--- src/rtl/multdiv_sequencer.sv ---
// Sequences a multi-cycle mult/div through an external multdiv unit: latches
// operands, pulses start, stalls the pipeline until ready or timeout, and captures the result.
module multdiv_sequencer #(
  parameter int TIMEOUT = 64
) (
  input  logic        clock,
  input  logic        reset,
  input  logic        issue_mult,
  input  logic        issue_div,
  input  logic [31:0] op_a,
  input  logic [31:0] op_b,
  input  logic        flush,
  output logic        md_start_mult,
  output logic        md_start_div,
  output logic [31:0] md_a,
  output logic [31:0] md_b,
  input  logic [31:0] md_result,
  input  logic        md_exception,
  input  logic        md_rdy,
  output logic        stall,
  output logic [31:0] result,
  output logic        result_valid,
  output logic        exception,
  output logic        busy
);

  typedef enum logic [1:0] {IDLE, START, WAIT, DONE} state_t;

  localparam logic [7:0] CNT_LAST = 8'(TIMEOUT - 1);

  state_t     state;
  logic       op_mult;
  logic [7:0] cnt;
  logic       issue;

  assign issue = issue_mult | issue_div;

  always_ff @(posedge clock) begin
    if (!reset) begin
      state     <= IDLE;
      cnt       <= '0;
      op_mult   <= 1'b0;
      md_a      <= '0;
      md_b      <= '0;
      result    <= '0;
      exception <= 1'b0;
    end else if (flush) begin
      state <= IDLE;
    end else begin
      case (state)
        IDLE: if (issue) begin
          md_a    <= op_a;
          md_b    <= op_b;
          op_mult <= issue_mult;  // both lines high resolves to mult
          state   <= START;
        end
        START: begin
          cnt   <= '0;
          state <= WAIT;
        end
        WAIT: begin
          if (md_rdy) begin
            result    <= md_result;
            exception <= md_exception;
            state     <= DONE;
          end else if (cnt == CNT_LAST) begin
            result    <= '0;
            exception <= 1'b1;
            state     <= DONE;
          end else begin
            cnt <= cnt + 8'd1;
          end
        end
        default: state <= IDLE;
      endcase
    end
  end

  // Outputs decode the state register; held low while reset is asserted.
  assign md_start_mult = reset & (state == START) & op_mult;
  assign md_start_div  = reset & (state == START) & ~op_mult;
  assign result_valid  = reset & (state == DONE);
  assign busy          = reset & ((state == START) | (state == WAIT));
  assign stall         = reset & ~flush &
                         (((state == IDLE) & issue) | (state == START) | (state == WAIT));

endmodule
--- config.mk ---
export PLATFORM = sky130hd
export DESIGN_NAME = multdiv_sequencer
export DESIGN_NICKNAME = d
export VERILOG_FILES = /design/src/rtl/multdiv_sequencer.sv
export SDC_FILE = /design/constraint.sdc
export NUM_CORES = 1
export LEC_CHECK = 0
export CORE_MARGIN = 4
export CORE_UTILIZATION = 35
export DETAILED_ROUTE_END_ITERATION = 6
export GPL_TIMING_DRIVEN = 1
export PLACE_DENSITY = 0.81
export SYNTH_ARGS = -nofsm -noshare
export SYNTH_HDL_FRONTEND = slang
export SYNTH_SLANG_ARGS = --single-unit
--- constraint.sdc ---
create_clock -name clock -period 2.8 [get_ports clock]
set_input_delay 0.56 -clock clock [delete_from_list [all_inputs] [get_ports clock]]
set_output_delay 0.56 -clock clock [all_outputs]
set_load 0.02 [all_outputs]
# Word-level counts from Yosys, hierarchy flattened

Cells that the tools add are included.

Logic and storage cells: 50
Register bits: 108

Add/subtract/negate cells: 1
Bitwise logic cells: 15
Equality and inequality tests: 8
Reduce and logical (&&, ||, !) cells: 8
Multiplexer cells: 11

Operators with widths:

| operator                                      | count |
|---|---|
| 2-to-1 mux 32 bit                             | 2 |
| 2-to-1 mux 8 bit                              | 2 |
| case mux 8 bit (2 select lines)               | 1 |
| adder 8 x 1 -> 8 bit, second input constant   | 1 |
| AND 1 bit                                     | 8 |
| == test 8 x 6 -> 1 bit, second input constant | 1 |
| 2-to-1 mux 2 bit                              | 3 |
| inequality test 2 bit, second input constant  | 3 |
| case mux 2 bit (3 select lines)               | 1 |
| AND reduction 3 bit                           | 2 |
| == test 2 bit, second input constant          | 2 |
| OR 1 bit                                      | 4 |
| AND reduction 4 bit                           | 1 |
| nonzero test 2 bit                            | 2 |
| inequality test 3 bit, second input constant  | 1 |
| NOT 1 bit                                     | 3 |
| == test 2 x 1 -> 1 bit, second input constant | 1 |
| zero test 2 bit                               | 1 |
| 2-to-1 mux 1 bit                              | 2 |
| AND reduction 2 bit                           | 1 |
| OR reduction 2 bit                            | 1 |

# Depth between registers and ports, before layout

Word-level depth: 5
Gate-level depth with buffers: 8
Gate-level depth less buffers: 6

# Worst setup path before layout

No wires, ideal clock.

Path type: input to output
Start: input port reset
End: output port stall
Arrival time: 1.131 ns
Path slack: 1.109 ns
Stages on the path: 3
Buffers on the path: 1
Cells stage by stage: clkbuf_2 nand2b_1 a21oi_1

Cells in the longest elaborated chain, start to end: 2

Ends and longest elaborated chain:

| what                    | line | RTL |
|---|---|---|
| from (decl)             | 7    | `input logic reset,` |
| AND 1 bit (2 in series) | 84   | `assign stall = reset & ~flush &` |
| to (decl)               | 20   | `output logic stall,` |

Every way passes these cells.

# Worst setup path after layout

Start: input port reset
End: output port busy

Cells in the longest elaborated chain, start to end: 1

Ends and longest elaborated chain:

| what      | line | RTL |
|---|---|---|
| AND 1 bit | 83   | `assign busy = reset & ((state == START) \| (state == WAIT));` |
| to (decl) | 24   | `output logic busy` |

Every way passes these cells.

==> reports/results.tsv <==
metric	value	unit
synth_cell_types	35	
fp.dieW	113	um
clk-insertion-delay-late	370	ps
clk_root_buffer_cell	clkbuf_8	
worstPathArrival	2100	ps
yosysSeqAreaShare	0.557	
outcome	finished, final reports clean	
fmax	376	MHz
post-cts-setup-buffer-count	0	
mostFrequentLayoutCells	clkdlybuf4s50_1 (204), nand2_1 (136), dfxtp_1 (108), a21oi_1 (71), a22o_1 (32)	
slew_headroom	0.666	
synth_top_family_by_area	compound AO/OA/AOI/OAI gates	
syn_nets	550	
rows	38	
hold_violations	0	
grt_max_degree	66	
first_global_vias	3771	
cts_buffers	9	
vias_per_cell	4.88	
drtAntennaViolNets	0	
clk_pin_slew	90	ps
crit_required	2240	ps
critPathLaunchType	primary input	
crit_type	primary input to output pin	
synth_top_area_share	0.557	
clock_sinks	108	
grt_usage	0.173	
synthMuxAreaShare	0	
drt_iter0_markers	259	
die_area	12800	um^2
num_vias	3822	
rsz0062_at_grt	no	
period_needed	2660	ps
ir_worst_vdd	0.338	mV
worst_slew_pin_slew	500	ps
fin_tns_setup	0	ps
tritoncts	yes	
hold_buffers	0	
final_nets	747	
detailed_place_hpwl	8590	um
yosys.area_share.xor_xnor	0	
drt_wl_total	11600	um
io_pins	205	
cts_htree_levels	3	
synth-compound-area-share	0.211	
grt-ovfl-total	0	
layout_commonest_cell	clkdlybuf4s50_1	
cts.path.max_buffers	2	
multi_input_area	1580	um^2
coreArea	10800	um^2
synth-simple-area-share	0.177	
finClkSkew	5.89	ps
syn_inst	442	
whs	458	ps
r2r_cells	8	
syn_area_per_cell	8.78	um^2
min_path_cells	2	
drc_errors	0	
antenna_found_initial	0	
cp_max_fo	7	
ys_top_cells_by_area	dfxtp_1 (56%), nand2_1 (13%), a21oi_1 (9.2%)	
fin_crit_sh	0.950	
n_fill_cell	920	
hp-class	register to register	
seq_area	2160	um^2
initial_core_util	0.358	
max_stage_delay	630	ps
crit_slowest_cell	clkdlybuf4s50_1	
antennaDiodeCount	0	
critPathMostFrequentCell	clkdlybuf4s50_1	
ys_warn_count	0	
syn_to_final_growth	61.7	%
setup_viol_count_final	0	
die_y	113	um
grt_pass1_wl	18100	um
ys_seq_elements	108	
drive_gt1_frac	0.0528	
slew_violations	0	
netlist_area	3880	um^2
gp_congestion	0.795	
cellPowerDensity	503	nW/um^2
ctsResizeCount	0	
synth_top_cell_by_area	dfxtp_1	
dr.pass1.iters	4	
end_kind	output pin	
wl_per_cell	14.8	um
drv.max_cap_violation_count	0	
cp_cell_sequence	clkdlybuf4s50_1, buf_4, and2_1, clkdlybuf4s50_1	
synth_fa_ha_area_frac	0.0161	
portBuffers	204	
p_leak	0.00231	uW
[logic make-up after synthesis]
| logic type | Yosys count |
|---|---|
| compound gates | 129 |
| fa+ha+maj | 5 |
| buf+inv | 34 |
| flops | 108 |
| simple gates | 166 |
[path summary, 6_finish.rpt]
kind              startpoint  endpoint  slack, ps
hold reg to reg     md_b[30]  md_b[30]        460
setup reg to reg    state[0]  md_a[30]        890
hold / removal      md_b[30]  md_b[30]        460
setup / recovery       reset      busy        140
[final cells by class]
cell class | instances | share of cell area
Clock buffer | 13 | 0.0237
Clock inverter | 3 | 0.00738
Inverter | 5 | 0.00299
Multi-Input combinational cell | 300 | 0.251
Sequential cell | 108 | 0.344
Tap cell | 140 | 0.0279
Timing Repair Buffer | 215 | 0.343
[critical path: cells and delay by family]
kind | cells | cell delay, ps
buf+inv | 3 | 1410
simple gates | 1 | 130
[per-layer routing]
metal,part of all wire,global-route usage
met4,0.022,0.0737
met2,0.47,0.286
met3,0.096,0.0668
met5,0,0
met1,0.41,0.200
[synthesized netlist by cell type (all sizes together)]
cell type and n:
a22o 32, o21ai 3, a21oi 73, a311oi 1
a21o 1, o211ai 2, o41ai 1, and2 2
o21bai 1, nor3b 1, a31oi 10, a221o 1
ha 5, clkbuf 15, and3 4, dfxtp 108
nand2b 2, o21a 3, nor2b 1, and4bb 1
inv 4, nor2 8, nand2 136, nand3b 1
or2 3, o31ai 1, buf 14, nor3 1
clkinv 1, nand3 6
[power breakdown]
part / switching, uW / internal [uW] / leakage, uW / total, uW
combinational: 271 / 299 / 0.00133 / 571
sequential: 33.6 / 1600 / 0.000879 / 1630
clock: 510 / 442 / 0.0000938 / 951
[flip-flops by register name, indices dropped and copies added (netlist names)]
| register | count |
|---|---|
| cnt | 8 |
| op_mult | 1 |
| md_a | 32 |
| exception | 1 |
| result | 32 |
| md_b | 32 |
| state | 2 |
[per-stage QoR]
stage / std cells / cell area [um^2] / total power (uW) / utilization / setup slack (ps)
2_1_floorplan: 442 / 3880 / 1910 / - / 1110
3_3_place_gp: 768 / 6080 / 2230 / 0.561 / 161
3_5_place_dp: 768 / 6080 / 2240 / 0.561 / 151
4_1_cts: 784 / 6280 / 3200 / 0.579 / 128
5_1_grt: 784 / 6280 / 3310 / 0.579 / 94.7
6_report: 784 / 6280 / 3150 / 0.579 / 140
Power figures use the tool's default switching activity.
